<file path="config.mk">
export PLATFORM = sky130hd
export DESIGN_NAME = cmd_cfg_mc
export DESIGN_NICKNAME = d
export VERILOG_FILES = /design/src/rtl/cmd_cfg_pkg.sv /design/src/rtl/cmd_cfg_regs.sv /design/src/rtl/cmd_cfg_mc.sv
export SDC_FILE = /design/constraint.sdc
export NUM_CORES = 1
export LEC_CHECK = 0
export ABC_AREA = 1
export BUFFER_PORTS_ARGS = -buffer_cell sky130_fd_sc_hd__buf_2
export CAP_MARGIN = 30
export CORE_ASPECT_RATIO = 2
export CORE_MARGIN = 3
export CORE_UTILIZATION = 53
export DETAILED_ROUTE_END_ITERATION = 8
export PLACE_DENSITY = 0.8
export SKIP_LAST_GASP = 1
export SYNTH_ARGS = -nofsm -noshare
export SYNTH_HDL_FRONTEND = slang
export SYNTH_SLANG_ARGS = --single-unit
export TNS_END_PERCENT = 1
</file>
<file path="constraint.sdc">
create_clock -name clk -period 2 [get_ports clk]
set_input_delay 0 -clock clk [delete_from_list [all_inputs] [get_ports clk]]
set_output_delay 0 -clock clk [all_outputs]
set_load 0.005 [all_outputs]
</file>
<file path="src/rtl/cmd_cfg_pkg.sv">
// cmd_cfg_pkg: shared types and constants for the oscilloscope command
// dispatcher: FSM state encoding, opcodes, response codes, slave selects
// and the gain-code to DAC-value lookup.
package cmd_cfg_pkg;

   typedef enum logic [2:0] {
      IDLE,
      DISPATCH,
      SPI_WAIT,
      DUMP_WAIT,
      RESP,
      RESP_WAIT
   } state_t;

   // Host opcodes
   localparam logic [7:0] OP_DUMP     = 8'h01;
   localparam logic [7:0] OP_GAIN     = 8'h02;
   localparam logic [7:0] OP_TRIG_LVL = 8'h03;
   localparam logic [7:0] OP_TRIG_POS = 8'h04;
   localparam logic [7:0] OP_DEC      = 8'h05;
   localparam logic [7:0] OP_TRIG_CFG = 8'h06;
   localparam logic [7:0] OP_CFG_RD   = 8'h07;
   localparam logic [7:0] OP_EEP_WR   = 8'h08;
   localparam logic [7:0] OP_EEP_RD   = 8'h09;
   localparam logic [7:0] OP_GAIN_RD  = 8'h0A;

   // Response bytes
   localparam logic [7:0] ACK = 8'hA5;
   localparam logic [7:0] NAK = 8'hEE;

   // SPI slave selects (channels 0..3 use ss = channel number)
   localparam logic [2:0] SS_NONE = 3'b111;
   localparam logic [2:0] SS_EEP  = 3'b100;
   localparam logic [2:0] SS_TRIG = 3'b101;

   // Command byte that precedes the value in every DAC frame
   localparam logic [7:0] DAC_WR_CMD = 8'h13;

   // Register reset values
   localparam logic [2:0] GAIN_RST     = 3'b010;
   localparam logic [7:0] TRIG_LVL_RST = 8'h80;

   // Maps a 3-bit gain code onto the DAC value that realises that gain
   function automatic logic [7:0] gain_lut(input logic [2:0] code);
      logic [7:0] val;
      case (code)
         3'd0:    val = 8'h02;
         3'd1:    val = 8'h05;
         3'd2:    val = 8'h09;
         3'd3:    val = 8'h14;
         3'd4:    val = 8'h28;
         3'd5:    val = 8'h46;
         3'd6:    val = 8'h6B;
         default: val = 8'hDD;
      endcase
      return val;
   endfunction

endpackage

</file>
<file path="src/rtl/cmd_cfg_regs.sv">
// cmd_cfg_regs: front-end configuration register file. Each field has its
// own write enable; the dispatcher decides when a write takes effect.
module cmd_cfg_regs
   import cmd_cfg_pkg::*;
#(
   parameter int NUM_CH = 3,
   parameter int DEC_W  = 4,
   parameter int TPOS_W = 9
) (
   input  logic                  clk,
   input  logic                  rst_n,
   input  logic                  gain_we,
   input  logic [1:0]            gain_ch,
   input  logic [2:0]            gain_val,
   input  logic                  trig_lvl_we,
   input  logic [7:0]            trig_lvl_val,
   input  logic                  trig_pos_we,
   input  logic [TPOS_W-1:0]     trig_pos_val,
   input  logic                  dec_we,
   input  logic [DEC_W-1:0]      dec_val,
   input  logic                  cfg_we,
   input  logic [5:0]            cfg_val,
   output logic [3*NUM_CH-1:0]   gain,
   output logic [7:0]            trig_lvl,
   output logic [TPOS_W-1:0]     trig_pos,
   output logic [DEC_W-1:0]      decimator,
   output logic [5:0]            trig_cfg
);

   // Mid-scale trigger position, cut down to the configured width
   localparam logic [TPOS_W-1:0] TPOS_RST = TPOS_W'(9'h100);

   // Field updates under their individual write enables
   // NOTE: state registers use non-blocking assignments so every flop
   // samples pre-edge values regardless of statement order.
   always_ff @(posedge clk or negedge rst_n) begin
      if (!rst_n) begin
         gain      <= {NUM_CH{GAIN_RST}};
         trig_lvl  <= TRIG_LVL_RST;
         trig_pos  <= TPOS_RST;
         decimator <= '0;
         trig_cfg  <= '0;
      end else begin
         if (gain_we) begin
            for (int k = 0; k < NUM_CH; k++) begin
               if (gain_ch == 2'(k)) gain[3*k +: 3] <= gain_val;
            end
         end
         if (trig_lvl_we) trig_lvl  <= trig_lvl_val;
         if (trig_pos_we) trig_pos  <= trig_pos_val;
         if (dec_we)      decimator <= dec_val;
         if (cfg_we)      trig_cfg  <= cfg_val;
      end
   end

endmodule

</file>
<file path="src/rtl/cmd_cfg_mc.sv">
// cmd_cfg_mc: host command dispatcher. Decodes 24-bit commands, runs the
// SPI transaction a command needs to completion, updates the register file
// and returns a status/data byte for everything except dump.
// Optional feature macro: CMD_CFG_GAIN_RDBK_EN enables gain readback (0A).
module cmd_cfg_mc
   import cmd_cfg_pkg::*;
#(
   parameter int NUM_CH   = 3,
   parameter int TRIG_MIN = 46,
   parameter int TRIG_MAX = 201,
   parameter int DEC_W    = 4,
   parameter int TPOS_W   = 9
) (
   input  logic                  clk,
   input  logic                  rst_n,
   input  logic [23:0]           cmd,
   input  logic                  cmd_rdy,
   output logic                  clr_cmd_rdy,
   output logic [7:0]            resp_data,
   output logic                  send_resp,
   input  logic                  resp_sent,
   output logic [2:0]            ss,
   output logic                  wrt_SPI,
   output logic [15:0]           SPI_data,
   input  logic                  SPI_done,
   input  logic [7:0]            EEP_data,
   output logic                  dump_en,
   output logic [1:0]            dump_chan,
   input  logic                  dump_done,
   output logic [3*NUM_CH-1:0]   gain,
   output logic [7:0]            trig_lvl,
   output logic [TPOS_W-1:0]     trig_pos,
   output logic [DEC_W-1:0]      decimator,
   output logic [5:0]            trig_cfg
);

   localparam logic [7:0] TRIG_MIN_B = 8'(TRIG_MIN);
   localparam logic [7:0] TRIG_MAX_B = 8'(TRIG_MAX);
   localparam logic [2:0] NUM_CH_B   = 3'(NUM_CH);

   state_t      state, state_d;
   logic [23:0] cmd_q;

   logic        clr_d, send_d, wrt_d, dump_en_d;
   logic [2:0]  ss_d;
   logic [15:0] spi_d;
   logic [7:0]  resp_d;
   logic [1:0]  dump_chan_d;

   logic gain_we, trig_lvl_we, trig_pos_we, dec_we, cfg_we;

   // Command field decode from the latched command
   logic [7:0] opcode, byte2, byte3, trig_clamped;
   logic [1:0] cc;
   logic [2:0] ggg;
   logic       cc_ok;

   assign opcode = cmd_q[23:16];
   assign byte2  = cmd_q[15:8];
   assign byte3  = cmd_q[7:0];
   assign cc     = byte2[1:0];
   assign ggg    = byte2[4:2];
   // Channel 3 is never addressable, even with four channels fitted
   assign cc_ok  = ({1'b0, cc} < NUM_CH_B) && (cc != 2'b11);
   assign trig_clamped = (byte3 < TRIG_MIN_B) ? TRIG_MIN_B :
                         (byte3 > TRIG_MAX_B) ? TRIG_MAX_B : byte3;

   // byte2[7:6] carry no meaning for any opcode
   logic unused_byte2_hi;
   assign unused_byte2_hi = ^byte2[7:6];

`ifdef CMD_CFG_GAIN_RDBK_EN
   // Selects the gain code of channel cc for readback
   logic [2:0] gain_rd;
   always_comb begin
      gain_rd = '0;
      for (int k = 0; k < NUM_CH; k++) begin
         if (cc == 2'(k)) gain_rd = gain[3*k +: 3];
      end
   end
`endif

   // Command capture; only an accepted command is latched
   always_ff @(posedge clk or negedge rst_n) begin
      if (!rst_n)                      cmd_q <= '0;
      else if (state == IDLE && cmd_rdy) cmd_q <= cmd;
   end

   // FSM state register
   always_ff @(posedge clk or negedge rst_n) begin
      if (!rst_n) state <= IDLE;
      else        state <= state_d;
   end

   // Next-state, next-output and register write-enable decode
   // NOTE: every signal gets a default before the case so no path leaves
   // one unassigned, which would otherwise infer a latch.
   always_comb begin
      state_d     = state;
      clr_d       = 1'b0;
      send_d      = 1'b0;
      wrt_d       = 1'b0;
      dump_en_d   = 1'b0;
      ss_d        = ss;
      spi_d       = SPI_data;
      resp_d      = resp_data;
      dump_chan_d = dump_chan;
      gain_we     = 1'b0;
      trig_lvl_we = 1'b0;
      trig_pos_we = 1'b0;
      dec_we      = 1'b0;
      cfg_we      = 1'b0;
      case (state)
         IDLE: begin
            if (cmd_rdy) begin
               clr_d   = 1'b1;
               state_d = DISPATCH;
            end
         end
         DISPATCH: begin
            state_d = RESP;
            resp_d  = NAK;
            case (opcode)
               OP_DUMP: begin
                  if (cc_ok) begin
                     dump_en_d   = 1'b1;
                     dump_chan_d = cc;
                     state_d     = DUMP_WAIT;
                  end
               end
               OP_GAIN: begin
                  if (cc_ok) begin
                     ss_d    = {1'b0, cc};
                     spi_d   = {DAC_WR_CMD, gain_lut(ggg)};
                     wrt_d   = 1'b1;
                     state_d = SPI_WAIT;
                  end
               end
               OP_TRIG_LVL: begin
                  ss_d    = SS_TRIG;
                  spi_d   = {DAC_WR_CMD, trig_clamped};
                  wrt_d   = 1'b1;
                  state_d = SPI_WAIT;
               end
               OP_TRIG_POS: begin
                  trig_pos_we = 1'b1;
                  resp_d      = ACK;
               end
               OP_DEC: begin
                  dec_we = 1'b1;
                  resp_d = ACK;
               end
               OP_TRIG_CFG: begin
                  cfg_we = 1'b1;
                  resp_d = ACK;
               end
               OP_CFG_RD: resp_d = {2'b00, trig_cfg};
               OP_EEP_WR: begin
                  ss_d    = SS_EEP;
                  spi_d   = {2'b01, byte2[5:0], byte3};
                  wrt_d   = 1'b1;
                  state_d = SPI_WAIT;
               end
               OP_EEP_RD: begin
                  ss_d    = SS_EEP;
                  spi_d   = {2'b00, byte2[5:0], 8'h00};
                  wrt_d   = 1'b1;
                  state_d = SPI_WAIT;
               end
`ifdef CMD_CFG_GAIN_RDBK_EN
               OP_GAIN_RD: begin
                  if (cc_ok) resp_d = {5'b0, gain_rd};
               end
`endif
               default: ;
            endcase
         end
         SPI_WAIT: begin
            // DAC values commit only once the frame has actually gone out
            if (SPI_done) begin
               ss_d        = SS_NONE;
               state_d     = RESP;
               resp_d      = (opcode == OP_EEP_RD) ? EEP_data : ACK;
               gain_we     = (opcode == OP_GAIN);
               trig_lvl_we = (opcode == OP_TRIG_LVL);
            end
         end
         DUMP_WAIT: begin
            if (dump_done) state_d = IDLE;
         end
         RESP: begin
            send_d  = 1'b1;
            state_d = RESP_WAIT;
         end
         RESP_WAIT: begin
            if (resp_sent) state_d = IDLE;
         end
         default: state_d = IDLE;
      endcase
   end

   // Registered outputs
   always_ff @(posedge clk or negedge rst_n) begin
      if (!rst_n) begin
         clr_cmd_rdy <= 1'b0;
         send_resp   <= 1'b0;
         wrt_SPI     <= 1'b0;
         dump_en     <= 1'b0;
         ss          <= SS_NONE;
         SPI_data    <= '0;
         resp_data   <= '0;
         dump_chan   <= '0;
      end else begin
         clr_cmd_rdy <= clr_d;
         send_resp   <= send_d;
         wrt_SPI     <= wrt_d;
         dump_en     <= dump_en_d;
         ss          <= ss_d;
         SPI_data    <= spi_d;
         resp_data   <= resp_d;
         dump_chan   <= dump_chan_d;
      end
   end

   cmd_cfg_regs #(
      .NUM_CH (NUM_CH),
      .DEC_W  (DEC_W),
      .TPOS_W (TPOS_W)
   ) u_regs (
      .clk          (clk),
      .rst_n        (rst_n),
      .gain_we      (gain_we),
      .gain_ch      (cc),
      .gain_val     (ggg),
      .trig_lvl_we  (trig_lvl_we),
      .trig_lvl_val (trig_clamped),
      .trig_pos_we  (trig_pos_we),
      .trig_pos_val (cmd_q[TPOS_W-1:0]),
      .dec_we       (dec_we),
      .dec_val      (cmd_q[DEC_W-1:0]),
      .cfg_we       (cfg_we),
      .cfg_val      (byte2[5:0]),
      .gain         (gain),
      .trig_lvl     (trig_lvl),
      .trig_pos     (trig_pos),
      .decimator    (decimator),
      .trig_cfg     (trig_cfg)
   );

endmodule

</file>
# [Word-level counts from Yosys, hierarchy flattened]
# Index checks and enable logic that the tools add are counted.
[totals] input_bits=38 reg_bits=96 elab_cells=107 mem_bits_ro=0 latch_bits=0 output_inout_bits=69 ramBits=0 n_memories=0
[op_classes] shifts=0 muxes=39 multipliers=0 div_mod_pow=0 bitwise=0 n_reduce_logical=18 add_sub_neg=0 n_eq_ne=30 order_cmp=3
[op_table] operator="$pmux W16 S4" n=1
[op_table] operator="$pmux W8 S7" n=1
[op_table] operator="$eq A8 B3 Y1 const B" n=4
[op_table] operator="$mux W8" n=4
[op_table] operator="$pmux W8 S2" n=2
[op_table] operator="$mux W3" n=8
[op_table] operator="$pmux W3 S3" n=2
[op_table] operator="$pmux W3 S6" n=1
[op_table] operator="$mux W1" n=17
[op_table] operator="$eq A8 B2 Y1 const B" n=2
[op_table] operator="$eq A8 B4 Y1 const B" n=2
[op_table] operator="$mux W16" n=1
[op_table] operator="$eq A3 B3 Y1 const B" n=5
[op_table] operator="$eq A3 B2 Y1 const B" n=4
[op_table] operator="$ne A2 B2 Y1 const B" n=6
[op_table] operator="$eq A8 B1 Y1 const B" n=1
[op_table] operator="$gt A8 B8 Y1 const B" n=1
[op_table] operator="$lt A8 B6 Y1 const B" n=1
[op_table] operator="$reduce_and A2 Y1" n=4
[op_table] operator="$reduce_and A4 Y1" n=2
[op_table] operator="$eq A3 B1 Y1 const B" n=2
[op_table] operator="$logic_not A3 Y1" n=2
[op_table] operator="$pmux W3 S2" n=1
[op_table] operator="$reduce_and A3 Y1" n=2
[op_table] operator="12 further kinds" n=14

# [Logic depth before layout (Yosys ltp)]
# Gate-level depths: netlist of the first run.
[depth] word_depth=5 ltp_mapped=11

# [Modules after synthesis]
# A second synthesis of the first run with hierarchy kept.
[hier_totals] hier_cells=536 hier_area_um2=4377.9
[by_module_without_submodules] mod="cmd_cfg_mc" cells_each=381 seq_area_each_um2=1430.1 area_each_um2=2936.6 n_inst=1
[by_module_without_submodules] mod="cmd_cfg_regs" cells_each=155 seq_area_each_um2=907.1 area_each_um2=1441.4 n_inst=1

# [Least setup slack after synthesis of the first run]
# OpenSTA, ideal clock, no wires.
[synth_path] kind="register to register" start="register cmd_q[19]" end="register u_regs.trig_lvl[3]" setup_time_ps=125 slack_ps=527 stages_incl_launch_ff=7 arrival_ps=1348 synth_period_minus_slack_ps=1473 path_cell_list="dfrtp_1 > nor2_1 > nand2_2 > nor2_8 > nand3_2 > buf_6 > mux2_2"
[synth_via] elab_chain_len=3
[synth_lines] element="start: declaration" line="cmd_cfg_mc.sv:42" text="logic [23:0] cmd_q;"
[synth_lines] element="start signal: assignment" line="cmd_cfg_mc.sv:86" text="else if (state == IDLE && cmd_rdy) cmd_q <= cmd;"
[synth_lines] element="$eq A8 B2 Y1" line="cmd_cfg_mc.sv:185" text="trig_lvl_we = (opcode == OP_TRIG_LVL);"
[synth_lines] element="$mux W1" line="cmd_cfg_mc.sv:180" text="if (SPI_done) begin"
[synth_lines] element="$mux W1" line="cmd_cfg_mc.sv:113" text="case (state)"
[synth_lines] element="end signal: assignment" line="cmd_cfg_regs.sv:49" text="if (trig_lvl_we) trig_lvl <= trig_lvl_val;"
[synth_lines] element="end: declaration" line="cmd_cfg_regs.sv:24" text="output logic [7:0] trig_lvl,"
# Every way passes these cells.
# A chain may end at the register's enable or synchronous reset.

# [Worst setup path after layout of the first run]
[layout_path] start="register state[2]" end="register u_regs.trig_cfg[3]"
[layout_via] elab_chain_len=2
[layout_lines] element="start: declaration" line="cmd_cfg_mc.sv:41" text="state_t state, state_d;"
[layout_lines] element="start signal: assignment" line="cmd_cfg_mc.sv:92" text="else state <= state_d;"
[layout_lines] element="$eq A3 B1 Y1" line="cmd_cfg_mc.sv:113"
[layout_lines] element="$mux W1" line="cmd_cfg_mc.sv:113"
[layout_lines] element="end signal: assignment" line="cmd_cfg_regs.sv:52" text="if (cfg_we) trig_cfg <= cfg_val;"
[layout_lines] element="end: declaration" line="cmd_cfg_regs.sv:27" text="output logic [5:0] trig_cfg"
# Every way passes these cells.

==> results by group, run 1 <==
Floorplan
  – Core ar.: 0.007432 mm2
  – Row Count: 44
  – Die X: 68.40 um
  – Initial Utilization: 55.54%
  – I/O Pins: 107
  – Die height: 130.8 um
  – Die ar.: 0.008947 mm2

Timing
  – PnR worst setup slack: 0.1225 ns
  – Worst slew pin tran: 0.5980 ns
  – Sum Neg Setup Slack: 0 ns
  – Fin Hold WS: 0.05208 ns
  – Rel. slew slack: 60.13%
  – Clock skew: 0.009484 ns
  – Final Setup Violations: 0
  – Crit path time final: 1.878 ns
  – F_max: 0.5326 GHz
  – Crit share post-route: 93.88%
  – Slew Limit Fails: 0
  – Final hold viol count: 0
  – RSZ-0062 raised after global routing: true

Yosys
  – Synth Warn #: 0
  – Synthesized area: 0.004128 mm2
  – Register bit total from synthesis: 93
  – Mapped Nets: 518
  – Async SR Flop Fraction: 100.0%
  – Synthesized instance count: 480
  – Post-synth EDFFs: 0
  – Sequential-to-total area share from yosys stat: 56.62%
  – Yosys top cell area share: 51.53%
  – Top post-synthesis cells by area: dfrtp_1 (52%), nand2_1 (13%), o21ai_0 (8.1%), dfstp_2 (5.1%), nor2_1 (4.2%)
  – Most common flop cell mapped by yosys: dfrtp_1
  – Syn avg cell area: 8.599 um2
  – Synth unique cells: 31
  – Synth area leader: dfrtp_1

Worst setup path
  – Worst EP required: 2.21 ns
  – Launching point of the worst reg2reg path: state[2]
  – Worst path most repeated cell: nand2_1
  – CP Launch Point: state[2]
  – Worst R2R Path Depth: 6
  – CP max stage delay: 0.44 ns
  – CP Capture Point: u_regs.trig_cfg[3]
  – Reg-to-Reg End: u_regs.trig_cfg[3]
  – Reg2Reg Setup Slack: 0.12 ns
  – Slowest-stage cell, CP: dfrtp_1
  – Setup CP Type: flip-flop to flip-flop
  – Crit-path cells: nor2_1, nand2_1, inv_1, nand4_1, nand2_1, o21ai_0
  – Critical path arrival: 2.09 ns
  – CP endpoint kind: flip-flop
  – CP startpoint kind: flip-flop
  – Max Fanout on Critical Path: 12

Cells and area
  – Multi-input gate area: 0.001567 mm2
  – Storage cell area: 0.002337 mm2
  – Non-Filler Instances: 718
  – Post-layout net count: 659
  – FILL cells: 580
  – Most common cell after layout, fill and taps aside: nand2_1
  – Layout cells sized above 1: 25.08%
  – # diodes: 0
  – Area Overhead vs Synth: 30.55%
  – Commonest cells after routing, fill and taps aside: nand2_1 (143), buf_2 (102), dfrtp_1 (85)

Clock tree
  – Clock-pin slew of the registers on the worst-case setup and hold paths: 0.06 ns
  – CTS Buffer Depth: 2
  – Num CTS Buffers: 9
  – Clock latency at the later pin of the worst-skew pair: 0.34 ns
  – CTS H-tree lvls: 3
  – CTS tree: yes
  – Postcts setup bufs: 0
  – Root Buffer Master: clkbuf_16
  – Clock sink total: 93

Detailed routing
  – Vias per inst: 5.352
  – Post-route ant nets: 0
  – # DRC: 0
  – Drt first pass iters: 4
  – Initial DRC Count: 301
  – Routed wire per std cell: 16.13 um
  – Post-Route WL: 11.58 mm
  – Vias: 3,843

Global route
  – Grt met1 use: 27.65%
  – Pin count of the biggest net entering global routing: 48
  – Overflow after GRT: 0
  – Met3 Track Usage GR: 5.218%
  – Met2 Use GR: 50.54%
  – Vias in the first global route: 3,885
  – Global-route wire length before repair: 18.04 mm
  – Initial antenna violation count: 0
  – All-Layer GR Usage: 27.65%
  – Busiest metal layer after global routing: met2

Place
  – Placed cell count: 670
  – Dpl ws: 0.1717 ns
  – Number of buffers added on ports: 103
  – RePlAce Congestion: 0.9045
  – DP Wirelength: 8.293 mm

Run
  – Max cap viols: 0

Power and ir drop
  – PwrDens: 1276 mW/mm2
  – Peak VDD IR: 0.9503 mV
  – Leak: 2.839 nW
  – Total power: 0.006876 W

Min path
  – Worst hold-check path type: input port to flip-flop

Outcome
  – Status: completed
-- cells in the mapped netlist (2+ instances only) --
library cell and count:
a21oi_1 17, a31oi_1 3, buf_2 2, buf_6 3, clkbuf_1 6, dfrtp_1 85
dfstp_2 8, inv_1 41, mux2_2 9, nand2_1 143, nand2_2 6, nand3_1 19
nand3_2 2, nand4_1 5, nor2_1 46, nor3_1 2, o211ai_1 2, o21ai_0 67
o21ai_1 2
-- flip-flops by register name (all words and copies together), names as in the netlist, 4 cells and up --
name / flops
cmd_q: 22
SPI_data: 15
u_regs.gain: 9
u_regs.trig_pos: 9
resp_data: 8
u_regs.trig_lvl: 8
u_regs.trig_cfg: 6
u_regs.decimator: 4
-- timing repair --
item	4_1_cts	5_1_grt
endpoints found under the setup margin	0	4
hold buffers	32	0
resized for setup	0	1
endpoints found under the hold margin	74	0
-- worst min path at each step --
stage	start	to	cells past startpoint
after floorplan	rst_n	SPI_data[0]	0
after global placement	rst_n	resp_data[7]	1
after detailed placement	rst_n	resp_data[2]	1
after CTS	cmd_rdy	state[0]	3
after global routing	cmd_rdy	state[0]	3
final	cmd_rdy	state[0]	3
-- cells by family (layout without fill, tap and decap cells) --
family          Yosys count  count (layout)  share of synthesized area (%)
flops                    93              93                          56.62
compound gates           95              95                          11.94
mux                       9               9                          2.455
simple gates            228             228                          23.28
buf+inv                  54             200                          5.608
other cells               1               1                        0.09085
-- stage by stage --
stage	util, %	instance area, um2
after floorplan	-	4128
after global placement	64.14	4767
after detailed placement	64.14	4767
after CTS	72.44	5384
after global routing	72.51	5389
final	72.51	5389
-- per-layer routing --
layer / vias to the layer above / part of all wire (%)
met5: - / 0
met4: 0 / 4.6
met3: 45 / 4.6
met2: 150 / 56
met1: 1818 / 35
li1: 1830 / -
-- worst max-delay path, delay by kind of cell (launching register included) --
family | cells | cell delay, ns
compound gates | 1 | 0.11
buf+inv | 1 | 0.25
flops | 1 | 0.44
simple gates | 4 | 0.96
-- layout make-up --
class,instances,area share [%]
repair buffers,142,17.00
flip-flops and latches,93,43.37
multi-input cells,333,29.07
clock inverters,4,0.5572
clock buffers,12,4.945
inverters,42,2.925
well taps,92,2.136
-- report_power, final --
part | total [W] | internal (W) | switching (W)
Clock | 0.00166 | 0.000949 | 0.000711
Sequential | 0.00296 | 0.00246 | 0.000497
Combinational | 0.00226 | 0.000855 | 0.00140
Power figures use the tool's default switching activity.
==> run 2, diff against run 1 <==
==> constraint.sdc (replaced) <==
create_clock -name clk -period 2 [get_ports clk]
set_input_delay 0.3 -clock clk [delete_from_list [all_inputs] [get_ports clk]]
set_output_delay 0.3 -clock clk [all_outputs]
set_load 0.005 [all_outputs]
==> results by group, run 2 (same netlist as run 1, synthesis figures left out) <==
Power and ir drop
  – Clock share of power: 26.3%
  – Int Pwr: 0.004410 W
  – Leak: 2.719 nW
  – Logic gate share of total power: 31.4%
  – Flop pwr share: 42.3%
  – PwrDens: 1367 mW/mm2
  – Total power: 0.006979 W
  – Peak VDD IR: 0.8886 mV
  – Net Sw Frac: 36.81%
  – Net Sw Power: 0.002569 W

Global route
  – Global-route wire length before repair: 17.82 mm
  – Initial antenna violation count: 0
  – Busiest metal layer after global routing: met2
  – Met2 Use GR: 48.96%
  – Overflow after GRT: 0
  – Vias in the first global route: 3,786
  – Grt met1 use: 27.75%
  – Pin count of the biggest net entering global routing: 64
  – All-Layer GR Usage: 26.92%
  – Met3 Track Usage GR: 5.646%

Worst setup path
  – Max Fanout on Critical Path: 6
  – Worst EP required: 2.21 ns
  – CP Launch Point: cmd_q[19]
  – Top Family by Delay on Critical Path: simple AND/OR/NAND/NOR gates
  – Setup CP Type: flip-flop to flip-flop
  – CP startpoint kind: flip-flop
  – Crit-path cells: nor2_1, nand2_1, nor2_1, inv_1, nor2_1, nand3_1, nand2_1, o21ai_0
  – Critical path arrival: 2.03 ns
  – CP Buf/Inv Count: 1
  – Slowest-stage cell, CP: dfrtp_1
  – Launching point of the worst reg2reg path: cmd_q[19]
  – Worst path most repeated cell: nor2_1
  – CP max stage delay: 0.42 ns
  – CP endpoint kind: flip-flop

Timing
  – Slew Limit Fails: 0
  – RSZ-0062 raised after global routing: true
  – Final Setup Violations: 0
  – Crit share post-route: 91.33%
  – Crit path time final: 1.827 ns
  – Clock skew: 0.006501 ns
  – F_max: 0.5474 GHz
  – Final hold viol count: 0

Place
  – DP Wirelength: 8.341 mm
  – Placed Area: 0.004770 mm2
  – Placed cell count: 672
  – RePlAce Congestion: 0.9001
  – Number of buffers added on ports: 103

Clock tree
  – Clock sink total: 93
  – CTS H-tree lvls: 3
  – PostCTS Resize Cnt: 0
  – CTS tree: yes
  – Root Buffer Master: clkbuf_16
  – Postcts setup bufs: 0
  – Num CTS Buffers: 9
  – Clock-pin slew of the registers on the worst-case setup and hold paths: 0.06 ns
  – Clock latency at the later pin of the worst-skew pair: 0.34 ns
  – CTS Buffer Depth: 2

Detailed routing
  – # DRC: 0
  – Vias per inst: 5.292
  – Routed wire per std cell: 15.91 um
  – Drt first pass iters: 4
  – Initial DRC Count: 222
  – Vias: 3,646
  – Post-Route WL: 10.96 mm
  – Post-route ant nets: 0

Floorplan
  – Die height: 130.8 um
  – Initial Utilization: 55.54%
  – Row Count: 44
  – Core ar.: 0.007432 mm2
  – I/O Pins: 107
  – Die X: 68.40 um
  – Die ar.: 0.008947 mm2

Cells and area
  – Fin area: 0.005105 mm2
  – Largest register FFs: 22
  – Post-layout net count: 630
  – Layout cells sized above 1: 26.47%
  – Commonest cells after routing, fill and taps aside: nand2_1 (143), buf_2 (102), dfrtp_1 (85)
  – Storage cell area: 0.002337 mm2
  – # diodes: 0
  – FILL cells: 643
  – Area Overhead vs Synth: 23.67%
  – Non-Filler Instances: 689
  – Multi-input gate area: 0.001562 mm2
  – Largest regs: cmd_q (22), SPI_data (15)
  – Largest reg by FF count: cmd_q
  – Most common cell after layout, fill and taps aside: nand2_1

Min path
  – Worst hold-check path type: input port to flip-flop
  – HP Start: cmd[4]

Run
  – Max cap viols: 0

Outcome
  – Status: completed
## run 2: cell count changes in the layout (fill, tap and decap cells not counted)
cell	change
buf_4	+3
clkbuf_1	+1
clkbuf_8	-2
nand2_2	+1
clkinvlp_4	-1
nand2_4	-1
buf_12	-1
dlygate4sd3_1	-31
bufinv_16	+2
## run 2: layer usage
layer	wire length [um]	share of wire, %	vias to the layer above
li1	-	-	1782
met1	3851	35	1726
met2	6178	56	106
met3	505	4.6	32
met4	430	3.9	0
met5	0	0	-
## run 2: power by group through the flow
stage               logic [W]  clock network (W)  registers (W)
floorplan             0.00135                  0        0.00285
global placement      0.00211                  0        0.00294
detailed placement    0.00218                  0        0.00297
CTS                   0.00221            0.00186        0.00294
global route          0.00251            0.00194        0.00303
finish                0.00219            0.00184        0.00295
## run 2: what timing repair did
action                     in CTS  in global routing
hold buffers                    1                  0
hold endpoints to repair       26                  0
setup endpoints to repair       0                  8
## run 2: cell type report
class	count	share of cell area, %
Sequential cell	93	45.78
Clock inverter	5	1.618
Timing Repair Buffer	113	11.91
Inverter	42	3.088
Clock buffer	11	4.755
Multi-Input combinational cell	333	30.59
Tap cell	92	2.255
## run 2: final timing paths
kind,end,slack [ns],cells after the start
worst max-delay path,u_regs.gain[2],0.17,8
worst min-delay path,cmd_q[4],0.17,3
worst max register to register,u_regs.gain[2],0.17,8
worst min register to register,ss[2],0.47,2
max in group asynchronous,ss[1],0.84,3
min in group asynchronous,resp_data[2],0.43,2
## run 2: metrics by stage
step / TNS (ns) / setup slack [ns] / util, % / hold slack, ns
6_report: 0 / 0.1733 / 68.69 / 0.1681
4_1_cts: 0 / 0.1801 / 68.69 / 0.1594
5_1_grt: -0.1776 / -0.03776 / 68.69 / 0.1699
2_1_floorplan: 0 / 0.5270 / - / 0.004409
3_5_place_dp: 0 / 0.1986 / 64.18 / 0.2575
3_3_place_gp: 0 / 0.2840 / 64.18 / 0.2492
## run 2: worst reg2reg max path: cells and delay by family (launching register included)
kind                   cells  cell delay, ns
AO/OA/AOI/OAI              1            0.09
buffers and inverters      1            0.09
flip-flops                 1            0.42
AND/OR/NAND/NOR            6            1.08
==> run 3, diff against run 2 <==
--- a/config.mk
+++ b/config.mk
@@ -13,6 +13,7 @@
 export CORE_UTILIZATION = 53
 export DETAILED_ROUTE_END_ITERATION = 8
 export PLACE_DENSITY = 0.8
+export REMOVE_ABC_BUFFERS = 1
 export SKIP_LAST_GASP = 1
 export SYNTH_ARGS = -nofsm -noshare
 export SYNTH_HDL_FRONTEND = slang
==> results by group, run 3 (same netlist as run 1, synthesis figures left out) <==
Floorplan
  – Initial Utilization: 55.54%
  – Die X: 68.40 um
  – Die ar.: 0.008947 mm2
  – Core ar.: 0.007432 mm2
  – Die height: 130.8 um
  – Row Count: 44
  – I/O Pins: 107

Clock tree
  – Root Buffer Master: clkbuf_16
  – Clock latency at the later pin of the worst-skew pair: 0.34 ns
  – Postcts setup bufs: 0
  – CTS Buffer Depth: 2
  – CTS tree: yes
  – CTS H-tree lvls: 3
  – Num CTS Buffers: 9
  – Clock sink total: 93
  – Clock-pin slew of the registers on the worst-case setup and hold paths: 0.06 ns

Worst setup path
  – CP endpoint kind: flip-flop
  – CP Launch Point: cmd_q[23]
  – CP startpoint kind: flip-flop
  – CP max stage delay: 0.38 ns
  – Crit-path cells: nor2_1, nand2_2, inv_1, nand2_2, nor2_1, nand2_1, nand2_1, nor2_1, a21oi_1
  – Launching point of the worst reg2reg path: cmd_q[23]
  – Reg2Reg Setup Slack: 0.16 ns
  – CP Buf/Inv Count: 1
  – Critical path arrival: 2.10 ns
  – Setup CP Type: flip-flop to flip-flop
  – Reg-to-Reg End: SPI_data[1]
  – Worst path most repeated cell: nor2_1
  – Worst EP required: 2.26 ns
  – Slowest-stage cell, CP: dfrtp_1
  – Worst R2R Path Depth: 9
  – Top Family by Delay on Critical Path: simple AND/OR/NAND/NOR gates
  – Max Fanout on Critical Path: 6

Timing
  – Worst slew pin tran: 0.5538 ns
  – Crit path time final: 1.837 ns
  – Fin Hold WS: 0.1691 ns
  – Clock skew: 0.008414 ns
  – PnR worst setup slack: 0.1630 ns
  – F_max: 0.5444 GHz
  – Final hold viol count: 0
  – RSZ-0062 raised after global routing: true
  – Crit share post-route: 91.85%
  – Slew Limit Fails: 0
  – Rel. slew slack: 63.04%
  – Final Setup Violations: 0

Cells and area
  – Largest regs: cmd_q (22), SPI_data (15)
  – FILL cells: 632
  – Largest reg by FF count: cmd_q
  – Largest register FFs: 22
  – Storage cell area: 0.002337 mm2
  – Commonest cells after routing, fill and taps aside: nand2_1 (143), buf_2 (102), dfrtp_1 (85)
  – Area Overhead vs Synth: 24.13%
  – Multi-input gate area: 0.001570 mm2
  – Most common cell after layout, fill and taps aside: nand2_1
  – # diodes: 0
  – Post-layout net count: 635
  – Layout cells sized above 1: 26.58%

Global route
  – Pin count of the biggest net entering global routing: 53
  – Overflow after GRT: 0
  – Vias in the first global route: 3,775
  – All-Layer GR Usage: 26.99%
  – Initial antenna violation count: 0
  – Global-route wire length before repair: 17.62 mm

Min path
  – Hold Crit Depth: 3
  – Worst hold path endpoint: cmd_q[6]
  – Worst hold-check path type: input port to flip-flop
  – HP Start: cmd[6]

Place
  – Number of buffers added on ports: 103
  – RePlAce Congestion: 0.9147
  – Dpl ws: 0.2028 ns
  – DP Wirelength: 8.231 mm

Detailed routing
  – Initial DRC Count: 302
  – Vias per inst: 5.362
  – Drt first pass iters: 5
  – Post-Route WL: 11.02 mm
  – # DRC: 0
  – Post-route ant nets: 0
  – Routed wire per std cell: 15.88 um
  – Vias: 3,721

Power and ir drop
  – PwrDens: 1345 mW/mm2
  – Total power: 0.006892 W
  – Leak: 2.729 nW
  – Peak VDD IR: 0.8540 mV

Outcome
  – Status: completed

Run
  – Max cap viols: 0
## run 3: cell types whose count changed in the layout (fill, tap and decap cells not counted), sizes merged
cell    previous run  this run
inv               43        42
clkbuf            11        15
clkinv             2         0
bufinv             2         1
buf              112       117
## run 3: report_power, final
part | switching, W | internal (W) | total, W
Sequential | 0.000450 | 0.00246 | 0.00291
Combinational | 0.00143 | 0.000840 | 0.00227
Clock | 0.000668 | 0.00104 | 0.00171
Total | 0.00255 | 0.00434 | 0.00689
## run 3: repair_timing
item,in CTS,in global routing
hold buffers,1,0
setup endpoints to repair,0,4
endpoints found under the hold margin,13,0
gates resized for setup,0,1
## run 3: worst min-delay path, stage by stage
cell	delay [ns]
buf_2	0.07
nand2_1	0.04
o21ai_0	0.06
## run 3: layout make-up
| class | count | share of cell area [%] |
|---|---|---|
| sequential | 93 | 45.62 |
| clock inverter | 1 | 0.5861 |
| inverter | 42 | 3.077 |
| timing repair buffer | 118 | 12.60 |
| tap | 92 | 2.247 |
| multi-input combinational | 333 | 30.65 |
| clock buffer | 15 | 5.226 |
## run 3: per-stage QoR
stage          TNS (ns)  util, %  instance area (um2)  std cells
2_1_floorplan    -2.803        -                 4054        468
3_3_place_gp          0    64.68                 4807        677
3_5_place_dp          0    64.68                 4807        677
4_1_cts               0    68.82                 5115        694
5_1_grt        -0.08091    68.94                 5124        694
6_report              0    68.94                 5124        694
## run 3: per-layer routing
layer	global-route usage [%]	vias to the layer above	share of wire (%)
li1	-	1785	-
met4	16.76	0	4.1
met5	0	-	0
met3	4.106	31	5.1
met2	48.51	140	57
met1	27.91	1765	34
## run 3: worst max path at each step
stage	endpoint	slack [ns]	cells after the start
after floorplan	cmd_q[19]	-0.29	4
after global placement	u_regs.trig_lvl[3]	0.26	7
after detailed placement	u_regs.trig_pos[1]	0.20	5
after CTS	SPI_data[2]	0.19	9
after global routing	u_regs.trig_cfg[5]	-0.04	5
final	SPI_data[1]	0.16	9
